==> config.mk <==
export PLATFORM = sky130hd
export DESIGN_NAME = instr_fetch_unit
export DESIGN_NICKNAME = d
export VERILOG_FILES = /design/src/rtl/instr_fetch_unit.sv
export SDC_FILE = /design/constraint.sdc
export NUM_CORES = 1
export LEC_CHECK = 0
export CAP_MARGIN = 25
export CELL_PAD_IN_SITES_DETAIL_PLACEMENT = 0
export CELL_PAD_IN_SITES_GLOBAL_PLACEMENT = 1
export CORE_ASPECT_RATIO = 1.4
export CORE_MARGIN = 2
export CORE_UTILIZATION = 39
export DETAILED_ROUTE_END_ITERATION = 7
export PLACE_DENSITY_LB_ADDON = 0.1
export SLEW_MARGIN = 20
export SYNTH_ARGS = -nofsm -noshare
export SYNTH_HDL_FRONTEND = slang
export SYNTH_SLANG_ARGS = --single-unit
==> constraint.sdc <==
create_clock -name clk -period 2.4 [get_ports clk]
set_input_delay 0.48 -clock clk [delete_from_list [all_inputs] [get_ports clk]]
set_output_delay 0.48 -clock clk [all_outputs]
set_load 0.005 [all_outputs]
==> src/rtl/instr_fetch_unit.sv <==
// Instruction fetch stage: keeps one imem read in flight, buffers {pc, instr} pairs
// for decode, and writes the next PC (sequential or redirect) back to the special register file.
module instr_fetch_unit #(
    parameter int ADDR_W     = 64,
    parameter int INSTR_W    = 32,
    parameter int PC_STEP    = 4,
    parameter int FIFO_DEPTH = 2
) (
    input  logic               clk,
    input  logic               rst_n,
    input  logic [ADDR_W-1:0]  pc,
    output logic [2:0]         sr_write_addr,
    output logic [ADDR_W-1:0]  sr_write_data,
    output logic               sr_write_en,
    output logic               imem_req,
    output logic [ADDR_W-1:0]  imem_addr,
    input  logic               imem_ack,
    input  logic [INSTR_W-1:0] imem_rdata,
    input  logic               stall,
    input  logic               redirect,
    input  logic [ADDR_W-1:0]  redirect_pc,
    output logic               instr_valid,
    input  logic               instr_ready,
    output logic [INSTR_W-1:0] instr_data,
    output logic [ADDR_W-1:0]  instr_pc
);

    localparam int PTR_W = $clog2(FIFO_DEPTH);
    localparam int CNT_W = PTR_W + 1;

    // Handshakes: imem_req stays high with a stable imem_addr until the cycle imem_ack is
    // sampled high; a decode transfer happens on every edge where instr_valid && instr_ready.
    typedef enum logic [1:0] {
        IDLE  = 2'd0,
        REQ   = 2'd1,
        UPD   = 2'd2,
        DRAIN = 2'd3
    } state_t;

    state_t state;
    state_t state_nxt;

    logic               issue;
    logic               push;
    logic               pop;
    logic               flush;
    logic               fifo_full;
    logic               imem_req_nxt;
    logic [ADDR_W-1:0]  imem_addr_nxt;
    logic               sr_write_en_nxt;
    logic [ADDR_W-1:0]  sr_write_data_nxt;

    logic [ADDR_W-1:0]  addr_mem [FIFO_DEPTH];
    logic [INSTR_W-1:0] data_mem [FIFO_DEPTH];
    logic [PTR_W-1:0]   wr_ptr;
    logic [PTR_W-1:0]   rd_ptr;
    logic [CNT_W-1:0]   count;

    assign sr_write_addr = 3'b000;
    assign fifo_full     = (count == CNT_W'(FIFO_DEPTH));
    assign issue         = (state == IDLE) && !redirect && !stall && !fifo_full;
    assign flush         = redirect;
    assign pop           = (count != '0) && instr_ready && !redirect;

    always_ff @(posedge clk or negedge rst_n) begin
        if (!rst_n) begin
            state <= IDLE;
        end else begin
            state <= state_nxt;
        end
    end

    // Redirect wins over everything: an unacked request must still be drained,
    // an acked one is simply discarded and the redirect write takes its UPD slot.
    always_comb begin
        state_nxt = state;
        case (state)
            IDLE: begin
                if (redirect) begin
                    state_nxt = UPD;
                end else if (issue) begin
                    state_nxt = REQ;
                end
            end
            REQ: begin
                if (redirect) begin
                    state_nxt = imem_ack ? UPD : DRAIN;
                end else if (imem_ack) begin
                    state_nxt = UPD;
                end
            end
            UPD: begin
                state_nxt = redirect ? UPD : IDLE;
            end
            DRAIN: begin
                if (imem_ack) begin
                    state_nxt = redirect ? UPD : IDLE;
                end
            end
            default: begin
                state_nxt = IDLE;
            end
        endcase
    end

    always_comb begin
        imem_req_nxt      = imem_req;
        imem_addr_nxt     = imem_addr;
        sr_write_en_nxt   = 1'b0;
        sr_write_data_nxt = sr_write_data;
        push              = 1'b0;
        if (issue) begin
            imem_req_nxt  = 1'b1;
            imem_addr_nxt = pc;
        end
        if ((state == REQ || state == DRAIN) && imem_ack) begin
            imem_req_nxt = 1'b0;
        end
        if (state == REQ && imem_ack && !redirect) begin
            push              = 1'b1;
            sr_write_en_nxt   = 1'b1;
            sr_write_data_nxt = imem_addr + ADDR_W'(PC_STEP);
        end
        if (redirect) begin
            sr_write_en_nxt   = 1'b1;
            sr_write_data_nxt = redirect_pc;
        end
    end

    always_ff @(posedge clk or negedge rst_n) begin
        if (!rst_n) begin
            imem_req      <= 1'b0;
            imem_addr     <= '0;
            sr_write_en   <= 1'b0;
            sr_write_data <= '0;
        end else begin
            imem_req      <= imem_req_nxt;
            imem_addr     <= imem_addr_nxt;
            sr_write_en   <= sr_write_en_nxt;
            sr_write_data <= sr_write_data_nxt;
        end
    end

    // Issue only with a free slot and one request in flight, so push can never overflow.
    always_ff @(posedge clk or negedge rst_n) begin
        if (!rst_n) begin
            wr_ptr <= '0;
            rd_ptr <= '0;
            count  <= '0;
            for (int i = 0; i < FIFO_DEPTH; i++) begin
                addr_mem[i] <= '0;
                data_mem[i] <= '0;
            end
        end else if (flush) begin
            wr_ptr <= '0;
            rd_ptr <= '0;
            count  <= '0;
        end else begin
            if (push) begin
                addr_mem[wr_ptr] <= imem_addr;
                data_mem[wr_ptr] <= imem_rdata;
                wr_ptr           <= wr_ptr + PTR_W'(1);
            end
            if (pop) begin
                rd_ptr <= rd_ptr + PTR_W'(1);
            end
            case ({push, pop})
                2'b10:   count <= count + CNT_W'(1);
                2'b01:   count <= count - CNT_W'(1);
                default: count <= count;
            endcase
        end
    end

    assign instr_valid = (count != '0);
    assign instr_data  = data_mem[rd_ptr];
    assign instr_pc    = addr_mem[rd_ptr];

endmodule
==> run summary, run 1 <==
The run gives 6 as the number of antenna violations at the first check in global routing. Subtracting the final worst setup slack from the clock period gives 2.47 ns. The tools report the clock latency reported for the late side of the worst-skew pair as 0.53 ns.

The total I/O pin count is 396, and the area of the die is 40400 um2. Final hold violation count: 0. Before antenna repair, the detailed router went through 4 iterations. On the worst path, the slowest cell contributes a delay of 0.51 ns. The complex-gate fraction of the synthesized area came out at 0.0453. Counting flops with a built-in enable in the synthesized netlist gives 0. The top achievable clock speed came out at 405 MHz. The global-route usage over all layers came out at 0.232. The adder-cell share of the synthesized area works out to 0.000826. The worst setup path is of the reg2out kind. The analysis attributes to cell leakage a power of 9.67 nW. Clock-pin slew was measured on the worst setup and hold paths at 0.06 ns. Among all stages on the critical path, the largest delay is contributed by sky130_fd_sc_hd__dfrtp_4. The run gives 1 as the number of failing setup endpoints in the final timing report.

The number of storage elements in the synthesis netlist was 328; the detailed-route via count was 11340. The detailed router put a total of 18800 um of wire on met1. The logs give 2233 for the final standard cell count with taps included and fillers excluded and 36 for the number of buffers added by the clock tree synthesis step.

Portion of the clock cycle consumed by the worst path in the final layout: 1.03. The number of DRC markers after the initial detailed-route iteration is 422, and the total length of routed met2 wires is 23600 um. The sequential cell area is 8210 um2, and the proportion of synthesized area in mux cells is 0.265. In this run the remaining antenna-violating nets after routing total 0.

The HPWL after detailed placement is 32600 um. The number of global-route vias before repair was 12052; the net count of the finished layout was 1853. The maximum number of pins on one net before global-route repair was 82. Hold is met by 0.477 ns. The final reports fail on negative setup slack.

The initial cell density of the core was 0.394; the share of the yosys chip area belonging to registers was 0.542. Worst-case register-to-register setup slack: 0.17 ns. CTS built an H-tree with a depth of 2. TritonCTS built the clock tree. The number of buffers on the longest clock path is 3, and the number of standard cells after synthesis is 1211.

The width of the die came out at 171 um. The worst hold path class is reg2reg. The logs give 0 for the Yosys warning count and 1.99 ns for the critical path data arrival time.

The post-detailed-route DRC marker count came out at 0. Traced cell by cell, the critical path runs through buf_6, bufbuf_16, mux2_2, dlygate4sd2_1. The flow ran to the end, but the final reports show violations. The share of post-route cells with drive strength above 1 is 0.358. For the number of max-capacitance violations reported, the log shows 0. The run gives 85 as the number of standard-cell rows in the floorplan. Of all nets on the critical path, the largest fanout is 11. In this run the power density over the cells is 827 nW/um2.

The most used flip-flop cell after synthesis is sky130_fd_sc_hd__dfrtp_1. For the post-layout utilization of the core, the log shows 0.567. The area used by multi-input combinational logic came out at 6690 um2. Data on the critical path is required at its endpoint by 1.92 ns. Pre-CTS setup slack: -0.234 ns. The area share of and/or/nand/nor cells after synthesis is 0.0895, and the number of port buffers is 392. The post-synthesis cell type count was 47; the final design instance area without fill was 21800 um2. The total congestion overflow after global routing was 0. The final-report max-slew violation count came out at 0. After filler insertion, the fill cell instance count of the layout stands at 3293. The total placed instance area is 20400 um2, and the parity-gate share of the synthesized area counting xor and xnor cells is 0.0330. The logs give -0.0671 ns for the post-route worst setup slack and 0.536 mV for the worst vdd rail ir drop.

The detailed-route wire length per cell works out to 20.9 um. The async set-reset flop share out of synthesis came out at 1.00. The region available for standard cell placement spans 38400 um2. STA classifies the critical path startpoint as a register. For the clock net sink count, the log shows 328.

By area, the combinational part of the netlist is dominated by multiplexers. Detailed routing placed a total of 2850 um of wire on met3. The congestion estimate from routability-driven global placement came to 0.815. The area growth from synthesis to final layout was 43.8%.

The number of placed instances, taps included, is 2144. The floorplan step set the die height to 237 um. In the routed layout, each cell is associated on average with a via count of 5.08. The final routed wirelength across all metal layers is 46700 um, and the netlist area before placement is 15100 um2.

Setup repair after global routing could not meet its margin everywhere. CTS placed an instance of sky130_fd_sc_hd__clkbuf_16 at the clock tree root. The tightest slew margin relative to the limit is 0.438, and the transition time of the tightest slew-check pin is 0.843 ns. The uppermost signal routing layer after detailed routing was met5. Final setup skew: 0.0188 ns. The kind of end point of the critical path is a primary output. The first global-routing pass estimated 71700 um of wire. Averaged over all synthesized cells, the footprint is 12.5 um2.
metrics by stage:
stage,power [mW],setup TNS (ns)
after global routing,19.0,-0.281
after floorplan,9.49,0
after global placement,13.1,-29.41
final,18.0,-0.0671
after CTS,18.2,-2.22
after detailed placement,13.1,-28.61
per-layer routing:
layer  up-vias  GRT usage
met5         -          0
met4         6     0.0769
met3        77     0.0541
met2       322      0.402
met1      5681      0.285
li1       5254          -
cell usage after synthesis, drive strengths merged, types with 2 or more instances:
library cell	n	area (um2)
nor4	12	111
nand4	22	183
dfrtp	328	8210
xnor2	37	324
nor2	48	183
inv	8	30.0
and4	4	35.0
nor3	25	140
o31ai	6	45.0
nand3	24	120
mux2	348	3920
o31a	2	17.5
xor2	20	175
mux2i	9	90.1
a311oi	2	17.5
and3	3	18.8
nand2b	3	18.8
o21ai	46	230
nor3b	12	90.1
a21oi	27	135
o221ai	21	184
buf	17	93.8
or2	3	18.8
a21o	3	22.5
or3	3	18.8
nand2	103	387
clkbuf	65	245
cell families (layout without fill, tap and decap cells):
logic type | Yosys count | count (layout)
simple gates | 266 | 266
flops | 328 | 328
buf+inv | 90 | 585
other cells | 1 | 6
compound gates | 111 | 111
mux | 357 | 357
xor+xnor | 57 | 57
fa+ha+maj | 1 | 1
flip-flops by register name (all words and copies together), names as in the netlist:
signal	cells
sr_write_data	64
count	2
wr_ptr	1
imem_req	1
rd_ptr	1
imem_addr	64
addr_mem	128
sr_write_en	1
data_mem	64
state	2
layout make-up:
| class | instances | area share |
|---|---|---|
| flip-flops and latches | 328 | 0.377 |
| multi-input cells | 795 | 0.307 |
| repair buffers | 517 | 0.234 |
| clock buffers | 50 | 0.0461 |
| well taps | 522 | 0.0300 |
| clock inverters | 10 | 0.00373 |
| inverters | 8 | 0.00138 |
| diodes | 3 | 0.000345 |
power by group:
group          internal [mW]  switching (mW)
combinational           3.32            2.19
clock                   3.03            2.19
sequential              6.57           0.707
total                   12.9            5.09
cells in the final DEF, fill, tap and decap left out, drive strengths merged, types with 12 or more instances in the layout:
master / instances
a21oi: 27
buf: 156
clkbuf: 76
clkdlybuf4s15: 37
clkdlybuf4s50: 294
dfrtp: 328
mux2: 348
nand2: 103
nand3: 24
nand4: 22
nor2: 48
nor3: 25
nor3b: 12
nor4: 12
o21ai: 46
o221ai: 21
xnor2: 37
xor2: 20
repair_timing:
item,4_1_cts,5_1_grt
gates resized for setup,254,89
hold buffers,1,0
gates cloned,4,0
buffers inserted,20,2
setup endpoints to repair,104,84
pin swaps,0,1
hold endpoints to repair,44,0
final timing paths:
check                              start           endpoint  cells past startpoint
max                               rd_ptr       instr_pc[12]                      4
min                         addr_mem[55]       addr_mem[55]                      2
max reg2reg                imem_addr[20]  sr_write_data[53]                      8
min reg2reg                 addr_mem[55]       addr_mem[55]                      2
max in group asynchronous          rst_n      imem_addr[56]                      3
min in group asynchronous          rst_n       addr_mem[13]                      2
worst max-delay path, delay by kind of cell (launching register included):
kind,cells,cell delay [ns]
buffers and inverters,3,0.68
flip-flops,1,0.51
multiplexers,1,0.28
No activity file was read; power rests on OpenSTA's default activity.
==> inputs of run 2 (changes only) <==
==> constraint.sdc (replaced) <==
create_clock -name clk -period 2.35 [get_ports clk]
set_input_delay 0.47 -clock clk [delete_from_list [all_inputs] [get_ports clk]]
set_output_delay 0.47 -clock clk [all_outputs]
set_load 0.005 [all_outputs]
==> run 2 against run 1 <==
Net effect: clock skew increased by 0.0028 ns; sequential share of layout area decreased by 0.58 points; flip-flop and latch count unchanged; clock power increased by 13%; sequential power increased by 2%; final cell count increased by 0.58%; the run still ends with negative setup slack left; clock-buffer cell count increased by 4; largest cell class unchanged; utilization increased by 0.87 points; critical path depth increased by 1; global-route usage about the same.
==> run summary, run 2 (synthesis gave the netlist of run 1 again) <==
The run finished, with violations left. The checks that failed: negative setup slack. The number of global-route vias before repair came out at 11862 (-1.6%). The min-delay analysis places its worst path in the category in2async.

The library cells used most frequently in the layout, excluding fill and tap cells, are sky130_fd_sc_hd__dfrtp_1 (326), sky130_fd_sc_hd__mux2_2 (321), sky130_fd_sc_hd__clkdlybuf4s50_1 (294). The number of antenna violations at the first check in global routing was 4 (-2). The final-report max-slew violation count was 0 (unchanged). The area growth from synthesis to final layout is 46.0%. For the number of max-capacitance violations reported, the log shows 0 (unchanged). The placer congestion estimate was 0.803 (-1.5%). The placed instance count is 2145 (+0.047%), and the final hold violation count is 0 (unchanged). TritonCTS built the clock tree. The run gives 328 (unchanged) as the clock net sink count.

The critical path is of the reg2out type. The logs give 0 (unchanged) for the remaining antenna violation count after routing and 0.54 ns (about the same) for the clock latency reported for the late side of the worst-skew pair. The cell count of the worst reg-to-reg path came out at 8 (unchanged). The number of buffers on the longest clock path is 3 (unchanged). The net count of the finished layout is 1861 (+0.43%). For the number of standard-cell rows in the floorplan, the log shows 85 (unchanged). The kind of end point of the critical path is a primary output. The number of port buffers was 392 (unchanged); the leakage power total was 9.90 nW (+2.3%).

The total I/O pin count is 396 (unchanged). The tools report the capturing instance or port of the critical path as instr_pc[13]. The run gives 32200 um (-1.2%) as the post-DP HPWL. The register with the most flip-flops in the final layout is addr_mem. Register clock-pin slew on the reported worst setup and hold paths: 0.06 ns (about the same). The worst-path maximum fanout works out to 8 (-3). The transition time of the tightest slew-check pin came out at 0.729 ns (-0.114 ns). The number of search-and-repair iterations in the first detailed-routing pass was 4 (unchanged).

The tools report the initial cell density of the core as 0.394 (unchanged). The run gives 0.232 (about the same) as the global-route usage over all layers. The logs give 0.0216 ns (+0.00281 ns) for the final setup skew and -0.0602 ns (+0.00693 ns) for the post-route worst setup slack. The portion of the clock cycle consumed by the worst path in the final layout was 1.03. Critical path data arrival time: 1.94 ns (-0.05 ns). The share of post-route cells with drive strength above 1 is 0.379 (+0.0211), and the number of DRC markers after the initial detailed-route iteration is 490 (+16%).

The pre-CTS setup slack is -0.123 ns (+0.111 ns). For the global routing usage on met2, the log shows 0.405 (+0.00331). The global-route met1 utilization came out at 0.284 (-0.000888). The reg-to-reg endpoint was sr_write_data[53].

The run gives 0.576 (+0.00873) as the post-layout utilization of the core. The worst vdd rail ir drop is 0.672 mV (+25%). Setup repair after global routing could not meet its margin everywhere. The logs give 36 (unchanged) for the number of buffers added by the clock tree synthesis step and 47400 um (+1.4%) for the final routed wirelength across all metal layers.

The final critical path time including I/O delays and setup was 2.41 ns; the detailed-route via count was 11401 (+0.54%). The first-pass GRT wire length is 71600 um (-0.12%). The first element of the critical path is rd_ptr. The maximum number of pins on one net before global-route repair was 136 (+66%). Average vias per placed instance: 5.08 (about the same). The run gives 0.14 ns (-0.03 ns) as the worst-case register-to-register setup slack.

The worst setup path is launched from a register. The tightest slew margin relative to the limit is 0.514 (+0.0761). The run gives 0 (unchanged) as the post-detailed-route DRC marker count. The final standard cell count with taps included and fillers excluded was 2246 (+0.58%); the area of the die was 40400 um2 (unchanged). The width of the die works out to 171 um (unchanged).

The tools report the power consumption as 19.0 mW (+5.6%). The worst endpoint required time is 1.88 ns (-0.04 ns). Clock tree root driver cell: sky130_fd_sc_hd__clkbuf_16. The met3 track utilization from global routing was 0.0521 (-0.00200); the height of the chip was 237 um (unchanged). Total congestion overflow after global routing: 0 (unchanged). The startpoint of the worst-slack reg-to-reg timing path is imem_addr[19]. Derived from the worst setup path, the maximum achievable clock frequency is 415 MHz. The commonest non-fill, non-tap cell in the layout was sky130_fd_sc_hd__dfrtp_1. The core area was 38400 um2 (unchanged).

The global routing stage identified its most utilized layer as met2. The number of failing setup endpoints in the final timing report was 38 (+37); the detailed-route wire length per cell was 21.1 um (+0.82%). The CTS H-tree depth was 2 (unchanged). The final setup TNS is -1.06 ns (-0.996 ns).

The total power divided by cell area was 860 nW/um2 (+4.0%). The flip-flop count of the largest register after layout was 128 (unchanged); the number of inserted filler cells in the final layout was 3309 (+0.49%).
[run 2: metrics by stage]
stage,hold slack (ns),area (um2)
after floorplan,0.174,15100
after global placement,0.427,20500
after detailed placement,0.438,20500
after CTS,0.463,22000
after global routing,0.475,22100
final,0.471,22100
[run 2: final cells by class]
class                   instances  area, um2  share of cell area
multi-input cells             795       6710               0.303
flip-flops and latches        328       8210               0.371
repair buffers                525       5270               0.238
clock inverters                11        140             0.00634
well taps                     522        653              0.0295
clock buffers                  54       1090              0.0493
inverters                       8       30.0             0.00136
diodes                          3       7.51            0.000340
[run 2: critical path, cell delays in order (launching register included)]
cell	delay, ns
sky130_fd_sc_hd__dfrtp_4	0.52
sky130_fd_sc_hd__buf_12	0.17
sky130_fd_sc_hd__buf_12	0.13
sky130_fd_sc_hd__buf_16	0.15
sky130_fd_sc_hd__mux2_4	0.31
sky130_fd_sc_hd__buf_6	0.12
[run 2: metal layers]
| layer | share of wire | routed length (um) | up-vias |
|---|---|---|---|
| li1 | - | - | 5272 |
| met1 | 0.40 | 18900 | 5685 |
| met2 | 0.51 | 24100 | 367 |
| met3 | 0.062 | 2930 | 75 |
| met4 | 0.030 | 1430 | 2 |
| met5 | 0.00027 | 13 | - |
[run 2: power breakdown]
group	total (mW)	switching [mW]	internal, mW
clock	5.89	2.35	3.54
sequential	7.44	0.731	6.71
combinational	5.67	2.24	3.43
[run 2: how the worst min path moves through the flow]
stage / endpoint / slack (ns) / cells after the start
after global placement: addr_mem[13] / 0.43 / 1
final: addr_mem[13] / 0.47 / 2
after CTS: sr_write_data[45] / 0.46 / 3
after global routing: sr_write_data[45] / 0.48 / 3
after floorplan: addr_mem[0] / 0.17 / 0
after detailed placement: addr_mem[13] / 0.44 / 1
[run 2: timing repair]
action                     in CTS  in global routing
pin swaps                       0                  0
gates resized for setup       382                 49
gates cloned                    9                  1
setup endpoints to repair      96                 56
hold buffers                    1                  0
buffers inserted               13                  9
hold endpoints to repair       44                  0
==> inputs of run 3 (changes only) <==
--- a/config.mk
+++ b/config.mk
@@ -5,13 +5,13 @@
 export SDC_FILE = /design/constraint.sdc
 export NUM_CORES = 1
 export LEC_CHECK = 0
-export CAP_MARGIN = 25
 export CELL_PAD_IN_SITES_DETAIL_PLACEMENT = 0
 export CELL_PAD_IN_SITES_GLOBAL_PLACEMENT = 1
 export CORE_ASPECT_RATIO = 1.4
 export CORE_MARGIN = 2
 export CORE_UTILIZATION = 39
 export DETAILED_ROUTE_END_ITERATION = 7
+export GPL_TIMING_DRIVEN = 0
 export PLACE_DENSITY_LB_ADDON = 0.1
 export SLEW_MARGIN = 20
 export SYNTH_ARGS = -nofsm -noshare
==> run 3 against run 2 <==
Net effect: the flow still finishes with violations (negative setup slack); wire length grew 4.7%; clock power shrank 2%; critical path type unchanged; combinational power decreased by 10%.
==> run summary, run 3 (synthesis gave the netlist of run 1 again) <==
The flow ran to the end, but the final reports show violations. The checks that failed: negative setup slack. The leakage power total was 9.78 nW (-1.2%); the cell count of the worst reg-to-reg path was 6 (-2). The critical path class was reg2out. The total I/O pin count was 396 (unchanged); the number of global-route vias before repair was 12107 (+2.1%).

Clock net sink count: 328 (unchanged). The internal power consumption was 13.4 mW (-2.1%); the number of port buffers was 392 (unchanged). For the core area, the log shows 38400 um2 (unchanged). In the layout the commonest cells are sky130_fd_sc_hd__mux2_2 (317), sky130_fd_sc_hd__dfrtp_1 (317), sky130_fd_sc_hd__clkdlybuf4s50_1 (295).

The share of power burned in the clock network was 0.309 (about the same). The detailed-route wire length per cell was 22.2 um (+5.0%). The run gives 3341 (+0.97%) as the number of inserted filler cells in the final layout.

The final hold violation count is 0 (unchanged). The critical path goes through buf_12, clkbuf_16, clkbuf_16, buf_6, buf_8, mux2_4, buf_6. The worst-case register-to-register setup slack is 0.05 ns (-0.09 ns), and the post-layout utilization of the core is 0.572 (-0.00437). Placer congestion estimate: 0.816 (+1.6%).

The width of the die was 171 um (unchanged); the remaining antenna violation count after routing was 0 (unchanged). The tools report the first-pass GRT wire length as 75000 um (+4.7%). The kind of cell with the highest combined delay along the critical path is buffers and inverters.

The total power divided by cell area is 851 nW/um2 (-1.0%), and the worst-path maximum fanout is 5 (-3). Setup repair after global routing could not meet its margin everywhere. In this run the worst setup path begins at rd_ptr.

The transition time of the tightest slew-check pin was 0.922 ns (+0.193 ns). The largest stage delay on the critical path is 0.43 ns (-0.09 ns). The share of total power consumed by net switching came out at 0.282 (+0.00246).

Placed instance count: 2131 (-0.65%). The number of standard-cell rows in the floorplan is 85 (unchanged), and the post-detailed-route DRC marker count is 0 (unchanged). The tools report the clock latency reported for the late side of the worst-skew pair as 0.53 ns (about the same). In this run the worst hold path is classified as in2async.

Post-DP HPWL: 35700 um (+11%). The tools report the final-report max-slew violation count as 0 (unchanged). The tools report the number of failing setup endpoints in the final timing report as 35 (-7.9%). The total congestion overflow after global routing is 0 (unchanged), and the number of buffers and inverters on the critical path is 6 (+2).

The reg-to-reg endpoint was sr_write_data[56]. The tools report the kind of end point of the critical path as a primary output. Total placed instance area: 19800 um2 (-3.0%). The startpoint identified for the worst register-to-register timing path is imem_addr[47]. On the critical path, the stage with the largest delay is an instance of sky130_fd_sc_hd__dfrtp_2.

The height of the chip works out to 237 um (unchanged). The run gives 5 (+1) as the number of search-and-repair iterations in the first detailed-routing pass. The number of gates on the worst path with buffers counted came out at 7 (+2).

The final critical path time including I/O delays and setup works out to 2.56 ns (+0.149 ns). The area used by multi-input combinational logic is 6860 um2 (+2.2%), and the portion of total power attributed to sequential cells is 0.419 (+0.028). The average vias per placed instance came out at 5.13 (+1.0%). The CTS H-tree depth was 2 (unchanged). The critical path ends at instr_pc[53].

The detailed-route via count is 11474 (+0.64%), and the power dissipated by switching net loads is 5.27 mW (-0.90%). The logs give 78 (-43%) for the maximum number of pins on one net before global-route repair and 391 MHz (-5.8%) for the top achievable clock speed. The number of buffers on the longest clock path is 3 (unchanged), and the final setup skew is 0.0224 ns (+0.000781 ns). The run gives 49600 um (+4.7%) as the final routed wirelength across all metal layers.

Portion of the clock cycle consumed by the worst path in the final layout: 1.09 (+0.0634). Number of max-capacitance violations reported: 0 (unchanged). The sequential cell area was 8220 um2 (+0.11%).

The run gives 0.661 mV (-1.5%) as the worst vdd rail ir drop. The flip-flop count of the largest register after layout is 128 (unchanged), and the share of post-route cells with drive strength above 1 is 0.383 (+0.00330). The tools report the power consumption as 18.7 mW (-1.8%). The global-route usage over all layers came out at 0.245 (+0.0127). TritonCTS built the clock tree. The share of power burned in combinational logic was 0.272 (-0.027).

The net count of the finished layout came out at 1858 (-0.16%). The area of the die was 40400 um2 (unchanged); the post-route worst setup slack was -0.209 ns (-0.149 ns). Relative to the synthesized area, the layout overhead comes to 44.9%. The logs give 2.09 ns (+0.15 ns) for the critical path data arrival time and 0.385 (-0.129) for the tightest slew margin relative to the limit. STA classifies the critical path startpoint as a register. The tree is rooted in a sky130_fd_sc_hd__clkbuf_16.

The register containing the most flip-flops in the final layout was addr_mem. Initial cell density of the core: 0.394 (unchanged). Register clock-pin slew on the reported worst setup and hold paths: 0.06 ns (about the same).

The worst endpoint required time came out at 1.88 ns (about the same). The number of buffers added by the clock tree synthesis step was 35 (-2.8%); the final design instance area without fill was 21900 um2 (-0.76%). The number of DRC markers after the initial detailed-route iteration was 468 (-4.5%); the final standard cell count with taps included and fillers excluded was 2238 (-0.36%).

Number of antenna violations at the first check in global routing: 5 (+1).
-- run 3: changes by cell type in the layout (fill, tap and decap cells not counted), moves of 9 or more --
cell	delta
sky130_fd_sc_hd__buf_2	-11
sky130_fd_sc_hd__buf_4	-62
sky130_fd_sc_hd__clkbuf_1	+20
sky130_fd_sc_hd__buf_6	+21
sky130_fd_sc_hd__nor3_1	-10
sky130_fd_sc_hd__buf_8	+9
sky130_fd_sc_hd__buf_12	-22
sky130_fd_sc_hd__dfrtp_1	-9
sky130_fd_sc_hd__dfrtp_2	+10
sky130_fd_sc_hd__clkbuf_2	+34
-- run 3: what timing repair did --
action                                  4_1_cts  5_1_grt
cloned                                        2        0
hold endpoints to repair                     30        0
setup buffers                                44       16
endpoints found under the setup margin      368      276
hold buffers                                  1        0
resized for setup                           452      139
pin swaps                                     8        5
-- run 3: power groups by stage --
stage | Sequential (mW) | Clock (mW) | Combinational [mW]
after floorplan | 7.50 | 0 | 2.19
after global placement | 7.80 | 0 | 5.18
after detailed placement | 7.82 | 0 | 5.23
after CTS | 7.80 | 5.92 | 5.11
after global routing | 7.99 | 6.13 | 5.47
final | 7.82 | 5.77 | 5.08
-- run 3: worst min-delay path by stage --
stage | startpoint | to | cells after the start
floorplan | rst_n | addr_mem[0] | 0
global placement | addr_mem[55] | addr_mem[55] | 2
detailed placement | rst_n | imem_addr[10] | 1
CTS | rst_n | addr_mem[73] | 2
global route | rst_n | imem_addr[10] | 2
finish | rst_n | imem_addr[10] | 2
-- run 3: worst register-to-register path, delay by kind of cell (launching register included) --
family / cells / cell delay (ns)
and+or+nand+nor: 4 / 1.26
AOI/OAI and AO/OA: 1 / 0.17
xor gates and xnor gates: 1 / 0.19
DFF: 1 / 0.53
-- run 3: layout make-up --
class,count,area share
timing repair buffer,452,0.202
clock buffer,53,0.0504
buffer,71,0.0254
inverter,8,0.00137
tap,522,0.0298
sequential,328,0.375
antenna,2,0.000228
multi-input combinational,795,0.313
clock inverter,7,0.00411
-- run 3: metrics by stage --
stage	setup slack, ns	setup TNS, ns	hold slack (ns)
4_1_cts	-0.245	-6.56	0.403
5_1_grt	-0.269	-5.81	0.436
2_1_floorplan	0.194	0	0.174
6_report	-0.209	-3.48	0.417
3_3_place_gp	-13.87	-4835.24	0.458
3_5_place_dp	-1.41	-313.63	0.366
-- run 3: metal layers --
layer  vias to the layer above  GRT usage  part of all wire
met3                        65     0.0629             0.065
met1                      5808      0.288              0.39
met4                         6     0.0671             0.024
li1                       5265          -                 -
met5                         -          0           0.00081
met2                       330      0.440              0.52
